--- src/rtl/irq_ctrl.sv ---
// rtl/irq_ctrl.sv - machine-level interrupt source controller (msip, mtime, mtimecmp, mip)
//
// Purpose: holds the 64-bit mtime counter, 64-bit mtimecmp and the msip bit
// behind a small request/response register port, and presents MSIP/MTIP/MEIP
// in mip bit positions plus a qualified irq_pending flag.
//
// Optional feature macro: IRQ_CTRL_EXT_SYNC_EN
//   defined   - ext_irq passes through a two-flop synchronizer (MEIP lags 2 clocks)
//   undefined - MEIP is ext_irq directly (source must be synchronous to clk)
//
// Ports:
//   clk, rstn                 clock, asynchronous active-low reset
//   req_valid/req_ready       request handshake; req_we, req_addr, req_wdata
//   rsp_valid/rsp_ready       response handshake; rsp_rdata, rsp_err
//   ext_irq                   external interrupt level
//   mie_in, global_mie        current mie CSR and mstatus.MIE
//   mip_out                   bit 3 MSIP, bit 7 MTIP, bit 11 MEIP
//   irq_pending               global_mie && |(mip_out & mie_in)

module irq_ctrl #(
  parameter int unsigned PRESCALE = 1
) (
  input  logic        clk,
  input  logic        rstn,
  input  logic        req_valid,
  output logic        req_ready,
  input  logic        req_we,
  input  logic [4:0]  req_addr,
  input  logic [31:0] req_wdata,
  output logic        rsp_valid,
  input  logic        rsp_ready,
  output logic [31:0] rsp_rdata,
  output logic        rsp_err,
  input  logic        ext_irq,
  input  logic [31:0] mie_in,
  input  logic        global_mie,
  output logic [31:0] mip_out,
  output logic        irq_pending
);

  localparam int unsigned   PW      = (PRESCALE > 1) ? $clog2(PRESCALE) : 1;
  localparam logic [PW-1:0] PSC_MAX = PW'(PRESCALE - 1);

  typedef enum logic {
    IDLE = 1'b0,
    RESP = 1'b1
  } state_e;

  state_e        state_q, state_d;
  logic [31:0]   rdata_q, rdata_d;
  logic          err_q, err_d;
  logic [63:0]   mtime_q, mtime_d;
  logic [63:0]   mtimecmp_q, mtimecmp_d;
  logic          msip_q, msip_d;
  logic          mtip_q, mtip_d;
  logic [PW-1:0] psc_q, psc_d;
  logic          meip;

  logic          sel_msip, sel_cmp_lo, sel_cmp_hi, sel_time_lo, sel_time_hi;
  logic          dec_err;
  logic [31:0]   rd_val;
  logic          accept, wr_en, psc_wrap;

  // Address decode. Misaligned offsets never match a case item, so they
  // fall into the error path together with unmapped ones.
  always_comb begin
    sel_msip    = 1'b0;
    sel_cmp_lo  = 1'b0;
    sel_cmp_hi  = 1'b0;
    sel_time_lo = 1'b0;
    sel_time_hi = 1'b0;
    rd_val      = '0;
    case (req_addr)
      5'h00: begin sel_msip    = 1'b1; rd_val = {31'b0, msip_q};     end
      5'h08: begin sel_cmp_lo  = 1'b1; rd_val = mtimecmp_q[31:0];    end
      5'h0C: begin sel_cmp_hi  = 1'b1; rd_val = mtimecmp_q[63:32];   end
      5'h10: begin sel_time_lo = 1'b1; rd_val = mtime_q[31:0];       end
      5'h14: begin sel_time_hi = 1'b1; rd_val = mtime_q[63:32];      end
      default: ;
    endcase
    dec_err = ~(sel_msip | sel_cmp_lo | sel_cmp_hi | sel_time_lo | sel_time_hi);
  end

  assign accept = (state_q == IDLE) && req_valid;
  assign wr_en  = accept && req_we && !dec_err;

  // Bus FSM: read data is captured from the pre-edge register value.
  always_comb begin
    state_d   = state_q;
    rdata_d   = rdata_q;
    err_d     = err_q;
    req_ready = (state_q == IDLE);
    rsp_valid = (state_q == RESP);
    case (state_q)
      IDLE: begin
        if (req_valid) begin
          state_d = RESP;
          rdata_d = (req_we || dec_err) ? 32'h0 : rd_val;
          err_d   = dec_err;
        end
      end
      RESP: begin
        if (rsp_ready) begin
          state_d = IDLE;
        end
      end
      default: state_d = IDLE;
    endcase
  end

  assign rsp_rdata = rdata_q;
  assign rsp_err   = err_q;

  // Timer datapath. A write to one mtime half replaces only that half; the
  // other half keeps its pre-edge value (no carry from a same-cycle tick),
  // and the prescaler restarts so the next increment is a full period away.
  assign psc_wrap = (psc_q == PSC_MAX);

  always_comb begin
    psc_d      = psc_wrap ? '0 : psc_q + 1'b1;
    mtime_d    = psc_wrap ? mtime_q + 64'd1 : mtime_q;
    mtimecmp_d = mtimecmp_q;
    msip_d     = msip_q;
    mtip_d     = (mtime_q >= mtimecmp_q);
    if (wr_en) begin
      if (sel_msip)   msip_d            = req_wdata[0];
      if (sel_cmp_lo) mtimecmp_d[31:0]  = req_wdata;
      if (sel_cmp_hi) mtimecmp_d[63:32] = req_wdata;
      if (sel_time_lo) begin
        mtime_d = {mtime_q[63:32], req_wdata};
        psc_d   = '0;
      end
      if (sel_time_hi) begin
        mtime_d = {req_wdata, mtime_q[31:0]};
        psc_d   = '0;
      end
    end
  end

  always_ff @(posedge clk or negedge rstn) begin
    if (!rstn) begin
      state_q    <= IDLE;
      rdata_q    <= '0;
      err_q      <= 1'b0;
      mtime_q    <= '0;
      mtimecmp_q <= '1;
      msip_q     <= 1'b0;
      mtip_q     <= 1'b0;
      psc_q      <= '0;
    end else begin
      state_q    <= state_d;
      rdata_q    <= rdata_d;
      err_q      <= err_d;
      mtime_q    <= mtime_d;
      mtimecmp_q <= mtimecmp_d;
      msip_q     <= msip_d;
      mtip_q     <= mtip_d;
      psc_q      <= psc_d;
    end
  end

`ifdef IRQ_CTRL_EXT_SYNC_EN
  logic [1:0] ext_sync_q;

  always_ff @(posedge clk or negedge rstn) begin
    if (!rstn) begin
      ext_sync_q <= '0;
    end else begin
      ext_sync_q <= {ext_sync_q[0], ext_irq};
    end
  end

  assign meip = ext_sync_q[1];
`else
  assign meip = ext_irq;
`endif

  always_comb begin
    mip_out     = '0;
    mip_out[3]  = msip_q;
    mip_out[7]  = mtip_q;
    mip_out[11] = meip;
  end

  assign irq_pending = global_mie && (|(mip_out & mie_in));

endmodule
--- config.mk ---
export PLATFORM = sky130hd
export DESIGN_NAME = irq_ctrl
export DESIGN_NICKNAME = d
export VERILOG_FILES = /design/src/rtl/irq_ctrl.sv
export SDC_FILE = /design/constraint.sdc
export NUM_CORES = 1
export LEC_CHECK = 0
export ABC_CLOCK_PERIOD_IN_PS = 2500
export BUFFER_PORTS_ARGS = -buffer_cell sky130_fd_sc_hd__buf_2
export CAP_MARGIN = 20
export CORE_MARGIN = 2
export CORE_UTILIZATION = 55
export CTS_CLUSTER_DIAMETER = 30
export DETAILED_ROUTE_END_ITERATION = 12
export GPL_ROUTABILITY_DRIVEN = 0
export PLACE_DENSITY_LB_ADDON = 0.2
export SLEW_MARGIN = 20
export SYNTH_ARGS = -nofsm -noshare
export SYNTH_HDL_FRONTEND = slang
export SYNTH_SLANG_ARGS = --single-unit
--- constraint.sdc ---
create_clock -name clk -period 2.5 [get_ports clk]
set_input_delay 0.5 -clock clk [delete_from_list [all_inputs] [get_ports clk]]
set_output_delay 0.5 -clock clk [all_outputs]
set_load 0.05 [all_outputs]
==> impl_results.md <==
* Drc violations at 0
* Synth warnings at 0
* Postcts setup bufs at 0
* Setup crit end kind: flip-flop
* Register area at 0.00418 mm^2
* Total Wirelength at 31.9 mm
* DIE AREA at 0.0203 mm^2
* Crit path max fanout at 7
* Post-synth ARST share at 100%
* Min cycle time layout at 2410 ps
* Reg-to-Reg Start: mtime_q[27]
* Global-route wire length before repair at 50.5 mm
* Reg clk slew, reported paths at 70 ps
* Root Buffer: clkbuf_16
* Worst setup startpoint: mtime_q[27]
* Vias at 9,789
* Antenna violations before repair at 1
* Syn Area/Cell at 9.21 um^2
* Register bit count reported by yosys at 164
* Final HPWL DP at 22.3 mm
* DR iter-0 viols at 900
* GRT Total Usage at 32.0%
* Hold crit path type: input pin to async pin
* GR Overflow Total at 0
* Die H at 143 um
* Initial Utilization at 56.2%
* Violated checks: negative hold slack
* Sequential fraction of the synthesis area at 39.7%
* Die X at 143 um
* Final #Nets at 1,418
* Top cells by area, synth: dfrtp_1, dfstp_2, ha_1
* Leakage at 5.70 nW
* Top cell type by total area after synthesis: dfrtp_1
* Vias in the first global route at 9,347
* CP endpoint: mtime_q[61]
* Number of synthesized flops with an enable pin at 0
* Reg-to-reg critical path endpoint: mtime_q[61]
* Vias per inst at 6.42
* CTS tree: yes
* Critical path class: flip-flop to flip-flop
* Post-layout util at 65.7%
* CTS buffer count at 17
* Status: finished, violations left
* Worst hold slack at -6.39 ps
* Largest net degree at the start of global routing at 62
* Max VDD drop at 435 uV
* Layout area overhead at 16.9%
* FP Rows at 50
* Total number of H-tree levels at 4
* WL per Instance at 20.9 um
* Worst-Margin Slew at 609 ps
* Fin. Hold Viols at 3
* Max-slew violation count at 0
* PortBufs at 85
* Worst skew pair latency at 440 ps
* Unique masters post-synth at 71
* Clk sink count at 164
* Clk_skew at 6.73 ps
* Top post-synthesis cells by count: nand2_1, o21ai_0, dfrtp_1
* Fin Setup TNS at 0 ps
* # diodes at 0
* Crit start category: flip-flop
* Worst path required time at 2830 ps
* Reg2reg setup slack at 90 ps
* Worst Path Arrival at 2740 ps
* RSZ-0062 raised after global routing: false
* Multi-input gate area at 0.00571 mm^2
* Worst rel slew slack at 59.4%
* Gate Count Post-Synth at 1,145
* MaxCap Viol Count at 0
* Reg2Reg Depth at 8
* Fraction of layout cells with a size suffix above 1 at 27.5%
* TritonRoute pass-1 iters at 9
* I/O pins at 144
* Final number of setup-violating endpoints at 0
* # fillers at 1,551
* Fin crit share at 96.3%
* Total power per unit cell area at 629 mW/mm^2
* Clock Path Buffers at 2
* Core box area at 0.0188 mm^2
* Most frequent cell after synthesis: nand2_1
* Yosys top cell area share at 23.7%
* Fmax at 415 MHz
* DRT antenna net count at 0
* Post-synth top flop: dfrtp_1
* Syn Std Cell Area at 0.0106 mm^2
==> final cells by class <==
| class | count | share of cell area (%) |
|---|---|---|
| multi-input combinational | 837 | 46.3 |
| sequential | 164 | 33.9 |
| timing repair buffer | 186 | 10.2 |
| clock buffer | 21 | 3.82 |
| tap | 234 | 2.37 |
| inverter | 71 | 2.16 |
| clock inverter | 11 | 1.21 |
==> kinds of logic (layout without fill, tap and decap cells) <==
group | count (synthesis) | count (layout) | share of synthesized area, %
flops | 164 | 164 | 39.7
simple gates | 361 | 361 | 18.4
mux | 37 | 37 | 3.93
other cells | 1 | 29 | 0.0355
xor+xnor | 6 | 6 | 0.498
compound gates | 339 | 339 | 21.8
fa+ha+maj | 65 | 65 | 7.71
buf+inv | 172 | 289 | 7.95
==> cells in the final DEF, fill, tap and decap left out, drive strengths merged, types with 35 or more instances in the layout <==
master / count
buf: 186
dfrtp: 100
inv: 73
o21ai: 116
a21oi: 53
mux2: 35
nand2: 147
ha: 65
nor2: 42
dfstp: 64
==> metal layers <==
| layer | track usage [%] | share of wire (%) | up-vias |
|---|---|---|---|
| met2 | 50.4 | 46 | 519 |
| li1 | - | - | 4470 |
| met3 | 4.91 | 8.7 | 67 |
| met1 | 45.4 | 43 | 4731 |
| met4 | 10.4 | 2.4 | 2 |
| met5 | 0 | 0.044 | - |
==> registers in the layout, indices dropped and copies added (netlist names) <==
signal / count
rsp_err: 1
mtimecmp_q: 64
mtime_q: 64
mtip_q: 1
rsp_rdata: 32
rsp_valid: 1
msip_q: 1
==> report_power, final <==
group          total, mW  internal [mW]  leakage, nW  switching, mW
registers           3.20           2.94         1.94          0.262
logic               1.77          0.706         3.47           1.06
clock network       2.80           1.66        0.296           1.14
total               7.76           5.30         5.70           2.46
==> worst min-delay path by stage <==
stage	end	slack (ps)	cells after the start
2_1_floorplan	msip_q	200	0
3_3_place_gp	rsp_rdata[3]	460	2
3_5_place_dp	rsp_rdata[3]	460	2
4_1_cts	rsp_rdata[26]	10	1
5_1_grt	rsp_rdata[25]	20	1
6_report	rsp_rdata[26]	-6	1
==> through the flow <==
step / total power [mW] / std cells / setup WS [ps] / hold WS, ps / cell area (um^2)
floorplan: 4.27 / 1173 / 312 / 204 / 10700
global route: 8.13 / 1524 / 7.14 / 24.0 / 12300
global placement: 4.90 / 1492 / 34.6 / 456 / 11700
finish: 7.76 / 1524 / 92.4 / -6.39 / 12300
detailed placement: 4.95 / 1492 / -8.43 / 465 / 11700
CTS: 7.73 / 1524 / 70.9 / 14.0 / 12300
==> timing repair <==
item | in CTS | in global routing
setup endpoints to repair | 1 | 8
pin swaps | 0 | 1
resized for setup | 1 | 7
hold buffers | 0 | 0
gates cloned | 0 | 0
==> critical path, cell delays in order, from the launching register on <==
cell     delay [ps]
dfrtp_1         460
buf_4           190
and3_4          210
nand2_4          80
or4_1           510
buf_4           200
nor3_1          280
a21oi_1         120
nor3b_1         230
(Power assumes the default switching activity.)
